[src/rtl/aes_pkg.sv]
// Shared AES types, the AES-128 round count, xtime and the forward S-box.
// Used by the key schedule and by the byte-substitution stage.
package aes_pkg;

    typedef logic [31:0]  word_t;
    typedef logic [127:0] block_t;

    localparam int AES128_ROUNDS = 10;

    typedef enum logic [1:0] {
        ST_IDLE  = 2'd0,
        ST_VALID = 2'd1,
        ST_STEP  = 2'd2
    } ks_state_e;

    localparam logic [7:0] SBOX [256] = '{
        8'h63, 8'h7c, 8'h77, 8'h7b, 8'hf2, 8'h6b, 8'h6f, 8'hc5, 8'h30, 8'h01, 8'h67, 8'h2b, 8'hfe, 8'hd7, 8'hab, 8'h76,
        8'hca, 8'h82, 8'hc9, 8'h7d, 8'hfa, 8'h59, 8'h47, 8'hf0, 8'had, 8'hd4, 8'ha2, 8'haf, 8'h9c, 8'ha4, 8'h72, 8'hc0,
        8'hb7, 8'hfd, 8'h93, 8'h26, 8'h36, 8'h3f, 8'hf7, 8'hcc, 8'h34, 8'ha5, 8'he5, 8'hf1, 8'h71, 8'hd8, 8'h31, 8'h15,
        8'h04, 8'hc7, 8'h23, 8'hc3, 8'h18, 8'h96, 8'h05, 8'h9a, 8'h07, 8'h12, 8'h80, 8'he2, 8'heb, 8'h27, 8'hb2, 8'h75,
        8'h09, 8'h83, 8'h2c, 8'h1a, 8'h1b, 8'h6e, 8'h5a, 8'ha0, 8'h52, 8'h3b, 8'hd6, 8'hb3, 8'h29, 8'he3, 8'h2f, 8'h84,
        8'h53, 8'hd1, 8'h00, 8'hed, 8'h20, 8'hfc, 8'hb1, 8'h5b, 8'h6a, 8'hcb, 8'hbe, 8'h39, 8'h4a, 8'h4c, 8'h58, 8'hcf,
        8'hd0, 8'hef, 8'haa, 8'hfb, 8'h43, 8'h4d, 8'h33, 8'h85, 8'h45, 8'hf9, 8'h02, 8'h7f, 8'h50, 8'h3c, 8'h9f, 8'ha8,
        8'h51, 8'ha3, 8'h40, 8'h8f, 8'h92, 8'h9d, 8'h38, 8'hf5, 8'hbc, 8'hb6, 8'hda, 8'h21, 8'h10, 8'hff, 8'hf3, 8'hd2,
        8'hcd, 8'h0c, 8'h13, 8'hec, 8'h5f, 8'h97, 8'h44, 8'h17, 8'hc4, 8'ha7, 8'h7e, 8'h3d, 8'h64, 8'h5d, 8'h19, 8'h73,
        8'h60, 8'h81, 8'h4f, 8'hdc, 8'h22, 8'h2a, 8'h90, 8'h88, 8'h46, 8'hee, 8'hb8, 8'h14, 8'hde, 8'h5e, 8'h0b, 8'hdb,
        8'he0, 8'h32, 8'h3a, 8'h0a, 8'h49, 8'h06, 8'h24, 8'h5c, 8'hc2, 8'hd3, 8'hac, 8'h62, 8'h91, 8'h95, 8'he4, 8'h79,
        8'he7, 8'hc8, 8'h37, 8'h6d, 8'h8d, 8'hd5, 8'h4e, 8'ha9, 8'h6c, 8'h56, 8'hf4, 8'hea, 8'h65, 8'h7a, 8'hae, 8'h08,
        8'hba, 8'h78, 8'h25, 8'h2e, 8'h1c, 8'ha6, 8'hb4, 8'hc6, 8'he8, 8'hdd, 8'h74, 8'h1f, 8'h4b, 8'hbd, 8'h8b, 8'h8a,
        8'h70, 8'h3e, 8'hb5, 8'h66, 8'h48, 8'h03, 8'hf6, 8'h0e, 8'h61, 8'h35, 8'h57, 8'hb9, 8'h86, 8'hc1, 8'h1d, 8'h9e,
        8'he1, 8'hf8, 8'h98, 8'h11, 8'h69, 8'hd9, 8'h8e, 8'h94, 8'h9b, 8'h1e, 8'h87, 8'he9, 8'hce, 8'h55, 8'h28, 8'hdf,
        8'h8c, 8'ha1, 8'h89, 8'h0d, 8'hbf, 8'he6, 8'h42, 8'h68, 8'h41, 8'h99, 8'h2d, 8'h0f, 8'hb0, 8'h54, 8'hbb, 8'h16
    };

    function automatic logic [7:0] xtime(input logic [7:0] x);
        return {x[6:0], 1'b0} ^ (x[7] ? 8'h1b : 8'h00);
    endfunction

endpackage

[src/rtl/key_expand_if.sv]
// Strobe/data bundle between the round pipeline (master) and key_expand (slave).
// With KEY_CACHE_EN defined the bundle also carries the key_rewind strobe.
interface key_expand_if;
    import aes_pkg::*;

    logic       key_load;
    block_t     key_in;
    logic       key_req;
`ifdef KEY_CACHE_EN
    logic       key_rewind;
`endif
    block_t     round_key;
    logic [3:0] round_idx;
    logic       key_valid;
    logic       last_key;
    logic       busy;

`ifdef KEY_CACHE_EN
    modport master (output key_load, key_in, key_req, key_rewind,
                    input  round_key, round_idx, key_valid, last_key, busy);
    modport slave  (input  key_load, key_in, key_req, key_rewind,
                    output round_key, round_idx, key_valid, last_key, busy);
`else
    modport master (output key_load, key_in, key_req,
                    input  round_key, round_idx, key_valid, last_key, busy);
    modport slave  (input  key_load, key_in, key_req,
                    output round_key, round_idx, key_valid, last_key, busy);
`endif
endinterface

[src/rtl/key_expand_sub_word.sv]
// sub_word: four parallel S-box lookups on one 32-bit word, purely combinational.
module sub_word
    import aes_pkg::*;
(
    input  word_t w_i,
    output word_t w_o
);
    assign w_o = {SBOX[w_i[31:24]], SBOX[w_i[23:16]], SBOX[w_i[15:8]], SBOX[w_i[7:0]]};
endmodule

[src/rtl/key_expand.sv]
// AES-128 on-the-fly key schedule: presents round keys 0..10, advancing one per key_req.
// PIPE_SUBWORD=1 registers SubWord (two-cycle step); KEY_CACHE_EN adds a replay cache and key_rewind.
module key_expand
    import aes_pkg::*;
#(
    parameter int NUM_ROUNDS   = AES128_ROUNDS,
    parameter int PIPE_SUBWORD = 0
) (
    input logic         clk,
    input logic         rst,
    key_expand_if.slave kif
);
    localparam logic [3:0] LAST_IDX = 4'(AES128_ROUNDS);

    if (NUM_ROUNDS != AES128_ROUNDS) begin : g_bad_rounds
        $error("key_expand: only NUM_ROUNDS=10 (AES-128) is supported");
    end
    if ((PIPE_SUBWORD != 0) && (PIPE_SUBWORD != 1)) begin : g_bad_pipe
        $error("key_expand: PIPE_SUBWORD must be 0 or 1");
    end

    ks_state_e  state_q;
    block_t     key_q;
    logic [3:0] idx_q;
    logic       valid_q;
    logic       busy_q;
    logic [7:0] rcon_q;

    word_t      rot_s;
    word_t      sub_s;
    word_t      sub_sel_s;
    block_t     next_key_d;

    function automatic block_t expand(input block_t k, input word_t sw, input logic [7:0] rc);
        word_t w0;
        word_t w1;
        word_t w2;
        word_t w3;
        w0 = k[127:96] ^ sw ^ {rc, 24'h000000};
        w1 = k[95:64]  ^ w0;
        w2 = k[63:32]  ^ w1;
        w3 = k[31:0]   ^ w2;
        return {w0, w1, w2, w3};
    endfunction

    assign rot_s = {key_q[23:0], key_q[31:24]};

    sub_word u_sub_word (
        .w_i (rot_s),
        .w_o (sub_s)
    );

    if (PIPE_SUBWORD != 0) begin : g_pipe
        word_t sub_q;

        // key_q is frozen during STEP, so the value captured on the request cycle is the right one.
        always_ff @(posedge clk or negedge rst) begin
            if (!rst) begin
                sub_q <= 32'h0000_0000;
            end else begin
                sub_q <= sub_s;
            end
        end

        assign sub_sel_s = sub_q;
    end else begin : g_comb
        assign sub_sel_s = sub_s;
    end

    assign next_key_d = expand(key_q, sub_sel_s, rcon_q);

`ifdef KEY_CACHE_EN
    block_t cache_q [11];
    logic   full_q;
    logic   replay_q;

    // Cache every presented key at its index; full once idx 10 has been shown since the last load.
    always_ff @(posedge clk or negedge rst) begin
        if (!rst) begin
            full_q <= 1'b0;
            for (int i = 0; i < 11; i++) begin
                cache_q[i] <= 128'h0;
            end
        end else begin
            if (valid_q && (idx_q <= LAST_IDX)) begin
                cache_q[idx_q] <= key_q;
            end
            if (kif.key_load) begin
                full_q <= 1'b0;
            end else if (valid_q && (idx_q == LAST_IDX)) begin
                full_q <= 1'b1;
            end
        end
    end
`endif

    // Schedule FSM: load restarts, rewind replays the cache, request advances one round.
    always_ff @(posedge clk or negedge rst) begin
        if (!rst) begin
            state_q <= ST_IDLE;
            key_q   <= 128'h0;
            idx_q   <= 4'd0;
            valid_q <= 1'b0;
            busy_q  <= 1'b0;
            rcon_q  <= 8'h01;
`ifdef KEY_CACHE_EN
            replay_q <= 1'b0;
`endif
        end else if (kif.key_load) begin
            state_q <= ST_VALID;
            key_q   <= kif.key_in;
            idx_q   <= 4'd0;
            valid_q <= 1'b1;
            busy_q  <= 1'b0;
            rcon_q  <= 8'h01;
`ifdef KEY_CACHE_EN
            replay_q <= 1'b0;
`endif
        end
`ifdef KEY_CACHE_EN
        else if (kif.key_rewind && full_q) begin
            state_q  <= ST_VALID;
            key_q    <= cache_q[0];
            idx_q    <= 4'd0;
            valid_q  <= 1'b1;
            busy_q   <= 1'b0;
            replay_q <= 1'b1;
        end
`endif
        else begin
            case (state_q)
                ST_VALID: begin
                    if (kif.key_req) begin
                        if (idx_q == LAST_IDX) begin
                            state_q <= ST_IDLE;
                            valid_q <= 1'b0;
                        end
`ifdef KEY_CACHE_EN
                        else if (replay_q) begin
                            key_q <= cache_q[idx_q + 4'd1];
                            idx_q <= idx_q + 4'd1;
                        end
`endif
                        else if (PIPE_SUBWORD != 0) begin
                            state_q <= ST_STEP;
                            valid_q <= 1'b0;
                            busy_q  <= 1'b1;
                        end else begin
                            key_q  <= next_key_d;
                            idx_q  <= idx_q + 4'd1;
                            rcon_q <= xtime(rcon_q);
                        end
                    end
                end
                ST_STEP: begin
                    state_q <= ST_VALID;
                    key_q   <= next_key_d;
                    idx_q   <= idx_q + 4'd1;
                    rcon_q  <= xtime(rcon_q);
                    valid_q <= 1'b1;
                    busy_q  <= 1'b0;
                end
                default: begin
                    state_q <= ST_IDLE;
                end
            endcase
        end
    end

    assign kif.round_key = key_q;
    assign kif.round_idx = idx_q;
    assign kif.key_valid = valid_q;
    assign kif.last_key  = valid_q && (idx_q == LAST_IDX);
    assign kif.busy      = (PIPE_SUBWORD != 0) ? busy_q : 1'b0;

endmodule

[src/flat_wrapper.sv]
// flat-port wrapper written by rule: the top's interface ports become plain ports
module key_expand_flat import aes_pkg::*;
#(
    parameter int NUM_ROUNDS   = AES128_ROUNDS,
    parameter int PIPE_SUBWORD = 0
)
  (clk, rst, kif_key_load, kif_key_in, kif_key_req, kif_round_key, kif_round_idx, kif_key_valid, kif_last_key, kif_busy);
  key_expand_if kif_i ();
  input logic clk;
  input logic rst;
  input wire logic [$bits(kif_i.key_load)-1:0] kif_key_load;
  input wire logic [$bits(kif_i.key_in)-1:0] kif_key_in;
  input wire logic [$bits(kif_i.key_req)-1:0] kif_key_req;
  output wire logic [$bits(kif_i.round_key)-1:0] kif_round_key;
  output wire logic [$bits(kif_i.round_idx)-1:0] kif_round_idx;
  output wire logic [$bits(kif_i.key_valid)-1:0] kif_key_valid;
  output wire logic [$bits(kif_i.last_key)-1:0] kif_last_key;
  output wire logic [$bits(kif_i.busy)-1:0] kif_busy;
  assign kif_i.key_load = kif_key_load;
  assign kif_i.key_in = kif_key_in;
  assign kif_i.key_req = kif_key_req;
  assign kif_round_key = kif_i.round_key;
  assign kif_round_idx = kif_i.round_idx;
  assign kif_key_valid = kif_i.key_valid;
  assign kif_last_key = kif_i.last_key;
  assign kif_busy = kif_i.busy;
  key_expand #(.NUM_ROUNDS(NUM_ROUNDS), .PIPE_SUBWORD(PIPE_SUBWORD)) u_core (.clk(clk), .rst(rst), .kif(kif_i));
endmodule
[config.mk]
export PLATFORM = sky130hd
export DESIGN_NAME = key_expand_flat
export DESIGN_NICKNAME = d
export VERILOG_FILES = /design/src/rtl/aes_pkg.sv /design/src/rtl/key_expand_if.sv /design/src/rtl/key_expand_sub_word.sv /design/src/rtl/key_expand.sv /design/src/flat_wrapper.sv
export SDC_FILE = /design/constraint.sdc
export NUM_CORES = 1
export LEC_CHECK = 0
export CAP_MARGIN = 10
export CELL_PAD_IN_SITES_DETAIL_PLACEMENT = 2
export CELL_PAD_IN_SITES_GLOBAL_PLACEMENT = 2
export CORE_ASPECT_RATIO = 1.1
export CORE_MARGIN = 8
export CORE_UTILIZATION = 31
export DETAILED_ROUTE_END_ITERATION = 12
export PLACE_DENSITY_LB_ADDON = 0.1
export SLEW_MARGIN = 40
export SYNTH_ARGS = -nofsm -noshare
export SYNTH_HDL_FRONTEND = slang
export SYNTH_SLANG_ARGS = --single-unit
[constraint.sdc]
create_clock -name clk -period 3.85 [get_ports clk]
set_clock_uncertainty 0.05 [all_clocks]
set_input_delay 1.155 -clock clk [delete_from_list [all_inputs] [get_ports clk]]
set_output_delay 1.155 -clock clk [all_outputs]
set_load 0.02 [all_outputs]
* Word-level counts from Yosys, hierarchy flattened
Memories as Yosys holds them, arrays and structs flattened. Index checks and enable logic that the tools add are counted.
Operators by class: multiplexer cells 29, magnitude comparators 4, $add $sub $neg 1, bitwise gates (word level) 10, equality and inequality tests 6, reduce and logical (&&, ||, !) cells 5
Operators with widths (count):
- $mux W128 | 3
- $pmux W128 S2 | 1
- $xor A32 B32 Y32 | 5
- $mux W8 | 11
- $ge A9 B9 Y1 const B | 4
- $not A8 Y9 | 4
- $pmux W8 S2 | 1
- $mux W4 | 3
- $pmux W4 S2 | 1
- $xor A8 B8 Y8 | 1
- $mux W2 | 3
- $ne A3 B3 Y1 const B | 2
- $reduce_and A3 Y1 | 2
- $mux W5 | 1
- $add A4 B1 Y4 const B | 1
- $eq A4 B4 Y1 const B | 1
- $pmux W2 S2 | 1
- $mux W1 | 3
- $ne A3 B2 Y1 const B | 1
- $reduce_bool A3 Y1 | 1
- $eq A2 B1 Y1 const B | 1
- $eq A2 B2 Y1 const B | 1
- $pmux W1 S2 | 1
- $reduce_and A2 Y1 | 1
- $logic_and A1 B1 Y1 | 1
Storage, ports and cells: bits in read-only memories 8192, flip-flop bits (word level) 143, logic and storage cells 64, memories 4, input bits 132
Memories:
- (name not given) | words 256, bits a word 8, read ports 1, clocked after Yosys merged registers in 0, write ports 0, RTL line key_expand_sub_word.sv:8 | assign w_o = {SBOX[w_i[31:24]], SBOX[w_i[23:16]], SBOX[w_i[15:8]], SBOX[w_i[7:0]]};
- (name not given) | words 256, bits a word 8, read ports 1, clocked after Yosys merged registers in 0, write ports 0, RTL line key_expand_sub_word.sv:8
- (name not given) | words 256, bits a word 8, read ports 1, clocked after Yosys merged registers in 0, write ports 0, RTL line key_expand_sub_word.sv:8
- (name not given) | words 256, bits a word 8, read ports 1, clocked after Yosys merged registers in 0, write ports 0, RTL line key_expand_sub_word.sv:8

* Logic depth before layout (Yosys ltp)
depth after elaboration 13, mapped depth 15, mapped depth without buffers 11

* Cells and area by module
A second synthesis with hierarchy kept.
Second synthesis, totals: cells, all modules 3022, area total of the unflattened synthesis 21987.3 um2
By module, submodules not included:
- sub_word | area an instance 13769.5 um2, sequential area each 0.0 um2, cells each 2185, times used 1
- key_expand | area an instance 8217.9 um2, sequential area each 3554.7 um2, cells each 837, times used 1

* Worst setup path after synthesis
Ideal clock, no wire load.
kind register -> register, from reg u_core.key_q[9], in the netlist u_core.kif.round_key[9], to reg u_core.key_q[22], in the netlist u_core.kif.round_key[22], setup slack -0.280 ns, arrival 3.955 ns, period minus slack after synthesis 4.130 ns, setup time 0.125 ns, buffers on the path 3, data required time 3.675 ns, stages on the path, launching flop included 15, cells stage by stage dfrtp_1 buf_2 buf_1 inv_1 ha_1 buf_2 nand2b_1 nand2_1 mux4_2 mux4_2 o22ai_2 xor3_1 nand2_1 xnor2_1 mux2_2
Between the ends: word-level cells in the longest chain between the ends 13
RTL lines:
- start, declared | RTL line key_expand.sv:23 | block_t key_q;
- start signal, assigned | RTL line key_expand.sv:111 | key_q <= kif.key_in;
- start signal, assigned | RTL line key_expand.sv:149 | key_q <= next_key_d;
- start signal, assigned | RTL line key_expand.sv:157 | key_q <= next_key_d;
- $not A8 Y9 (not written as such) (*) | RTL line key_expand_sub_word.sv:8
- $mem_v2 Z256 W8 (*)
- $mux W8 (not written as such) (*) (2 in a row) | RTL line key_expand_sub_word.sv:8
- $xor A32 B32 Y32 (*) (2 in a row) | RTL line key_expand.sv:39 | w0 = k[127:96] ^ sw ^ {rc, 24'h000000};
- $xor A32 B32 Y32 (*) | RTL line key_expand.sv:40 | w1 = k[95:64] ^ w0;
- $xor A32 B32 Y32 (*) | RTL line key_expand.sv:41 | w2 = k[63:32] ^ w1;
- $xor A32 B32 Y32 (*) | RTL line key_expand.sv:42 | w3 = k[31:0] ^ w2;
- $mux W128 | RTL line key_expand.sv:134 | if (idx_q == LAST_IDX) begin
- $mux W128 | RTL line key_expand.sv:133 | if (kif.key_req) begin
- $pmux W128 S2 (*) | RTL line key_expand.sv:131 | case (state_q)
- $mux W128 (*) | RTL line key_expand.sv:109 | end else if (kif.key_load) begin
Every way passes the cells marked *; elsewhere a longest branch is shown, timed or not. The select of a mux whose other input is x is not followed. A chain may end at the register's enable or synchronous reset.

* Worst setup path after layout
from reg u_core.key_q[1], in the netlist u_core.kif.round_key[1], to reg u_core.key_q[15], in the netlist u_core.kif.round_key[15]
The elaborated chain is that of the path after synthesis.

==> qor.txt <==
primary flip-flop cell chosen by synthesis mapping: dfrtp_1
first-pass GRT wire length: 202 mm
antenna violations before repair: 9
via count: 27264
Residual DRC: 0
crit path cell chain: inv_1 -> ha_1 -> buf_4 -> nor2b_1 -> nor3_1 -> a21oi_1 -> o221a_1 -> nor4_2 -> xnor3_1 -> xor2_1 -> or3_1 -> a31oi_1
Initial DRT Pass Iterations: 6
Hold Crit Class: reg -> reg
met2 WL: 64.8 mm
Max-Cap Viols: 0
Post-synth EDFFs: 0
Num CTS Buffers: 17
Synth Cell Area: 22700 µm²
Die ar.: 82000 µm²
Hold Path Depth: 2
period utilization: 97.3%
commonest non-fill, non-tap cell in the layout: buf_4
DR WL/cell: 32.4 µm
crit start category: flip-flop
quantity of hold-fixing buffers added after cts: 0
Avg Inst Size Synth: 7.55 µm²
vias per cell: 6.40
flop and latch count out of synthesis: 142
met3 wire length: 7.68 mm
vias in the first global route: 28630
family with the most delay on the worst path: simple AND/OR/NAND/NOR gates
hold_sp: u_core.state_q[0]
CTS tree: built
Slew headroom: 36.9%
Sink Count: 142
Tmin final: 3.74 ns
final WL: 138 mm
Seq/Total Area, Yosys: 15.7%
Clock Pin Slew Worst Setup and Hold Paths: 0.07 ns
Setup CP Type: reg -> reg
largest net degree at the start of global routing: 195
clock tree root buffer cell: clkbuf_16
core area: 72700 µm²
Mapped Nets: 3194
multi-input logic area: 17400 µm²
Remaining Overflow, GRT: 0
Buf/Inv on CP: 2
RR Startpoint: u_core.kif.round_key[1]
Critical-path top delay cell: ha_1
FMAX: 267 MHz
R2R setup slack: 0.11 ns
share of cells above drive strength 1: 17.9%
Worst setup EP type: flip-flop
critical path fanouts, max: 10
delay of the slowest critical-path stage: 0.60 ns
WHS Endpoint: u_core.state_q[0]
Arr. time, crit path: 4.09 ns
Syn Inst Count: 3000
Worst-Skew Late Latency: 0.49 ns
R2R Path End: u_core.kif.round_key[15]
fillcell total: 8395
site row count: 104
HPWL Detailed: 105 mm
total track usage: 32.2%
PortBufs: 265
final antenna-violating net count: 0
Die W: 274 µm
status: finished clean
Finished Cell Area: 28700 µm²
DRC marker count from the first detailed-route iteration: 2755
Initial Util: 31.2%
Final Hold Fails: 0
max layer used: met5
io pins: 267
RSZ-0062 raised after global routing: false
Tightest Pin Transition: 0.934 ns
dpl cell area: 28000 µm²
final-report setup violation count: 0
synthesis-to-finish area growth: 26.6%
WL met1: 59.1 mm
count of different cell masters after synthesis: 104
ys async rst share: 100%
cell depth of the worst setup path: 12
CTS Buffer Depth: 2
Seq. cell area: 3590 µm²
Req. time, crit path: 4.20 ns
fin util: 39.4%
GPL Wtd Cong: 0.998
synthesis warning total: 0
Final #Nets: 3480
Max Slew Vio Count: 0
Die Ht: 300 µm
R2R cell count: 12
commonest non-fill, non-tap cells in the layout: buf_4 (315), nand2_1 (270), clkdlybuf4s50_1 (263)
H-tree Lvls: 4
## sequential cells by signal (all words and copies together) (netlist names)
register              flops
u_core.state_q            1
u_core.rcon_q             8
u_core.kif.round_idx      4
u_core.kif.round_key    128
u_core.kif.key_valid      1
## Yosys cell counts (24+ instances only)
cell | count | area (µm²)
a211oi_1 | 61 | 458
a21oi_1 | 178 | 891
a311oi_1 | 52 | 455
a31oi_1 | 53 | 332
and2_1 | 28 | 175
buf_1 | 26 | 97.6
buf_2 | 109 | 546
clkbuf_1 | 180 | 676
dfrtp_1 | 141 | 3530
ha_1 | 62 | 776
inv_1 | 38 | 143
mux2_2 | 31 | 349
mux2i_1 | 41 | 410
mux4_2 | 62 | 1400
nand2_1 | 270 | 1010
nand2b_1 | 106 | 663
nand3_1 | 94 | 470
nor2_1 | 222 | 833
nor2b_1 | 73 | 457
nor3_1 | 76 | 380
o211ai_1 | 46 | 345
o21ai_0 | 199 | 996
o311ai_0 | 27 | 236
o31ai_1 | 36 | 270
or2_2 | 24 | 150
or3_1 | 24 | 150
xnor2_1 | 142 | 1240
xor2_1 | 64 | 561
## cells by family (layout without fill, tap and decap cells)
group	count (synthesis)	after routing	share of synthesized area [%]
AOI/OAI and AO/OA	981	981	30.3
xor gates and xnor gates	220	220	9.37
adders and majority gates	62	62	3.42
buffers and inverters	401	699	8.01
DFF	142	142	15.7
muxes	137	137	9.71
other	1	6	0.0165
and+or+nand+nor	1056	1056	23.5
## layer usage
metal | GRT usage [%] | vias up
li1 | - | 11699
met1 | 41.9 | 14124
met2 | 53.1 | 1117
met3 | 4.54 | 320
met4 | 13.0 | 4
met5 | 0 | -
## worst max-delay path by stage
stage,from,end,slack (ns)
after floorplan,u_core.kif.round_key[8],u_core.kif.round_key[22],-0.04
after global placement,u_core.kif.round_key[9],u_core.kif.round_key[23],-0.05
after detailed placement,u_core.kif.round_key[9],u_core.kif.round_key[23],-0.05
after CTS,u_core.kif.round_key[9],u_core.kif.round_key[23],0.03
after global routing,u_core.kif.round_key[0],u_core.kif.round_key[44],0.006
final,u_core.kif.round_key[1],u_core.kif.round_key[15],0.11
## stage by stage
step                      std cells  setup TNS (ns)  hold WS (ns)  worst slack [ns]
after global routing           4256               0         0.494           0.00619
after global placement         4219         -0.0497         0.434           -0.0497
after detailed placement       4219         -0.0461         0.450           -0.0461
after CTS                      4250               0         0.464            0.0338
final                          4257               0         0.466             0.105
after floorplan                3000         -0.0356         0.415           -0.0356
## worst min-delay path: stages, from the launching register on
cell	delay, ns
dfrtp_1	0.37
nand2_1	0.06
nand2_1	0.05
## timing repair
item                       in CTS  in global routing
setup buffers                   0                  1
gates resized for setup         3                 22
pin swaps                       0                  1
setup endpoints to repair       2                 21
## final cells by class
cell class	instances	share of cell area (%)
Multi-Input combinational cell	2457	60.7
Timing Repair Buffer	615	19.9
Sequential cell	142	12.5
Tap cell	954	4.16
Clock buffer	20	1.56
Inverter	53	0.698
Clock inverter	11	0.419
Antenna cell	5	0.0436
Power is not shown: default switching activity piles up to over one toggle a cycle in this logic, so the estimate is an artifact.
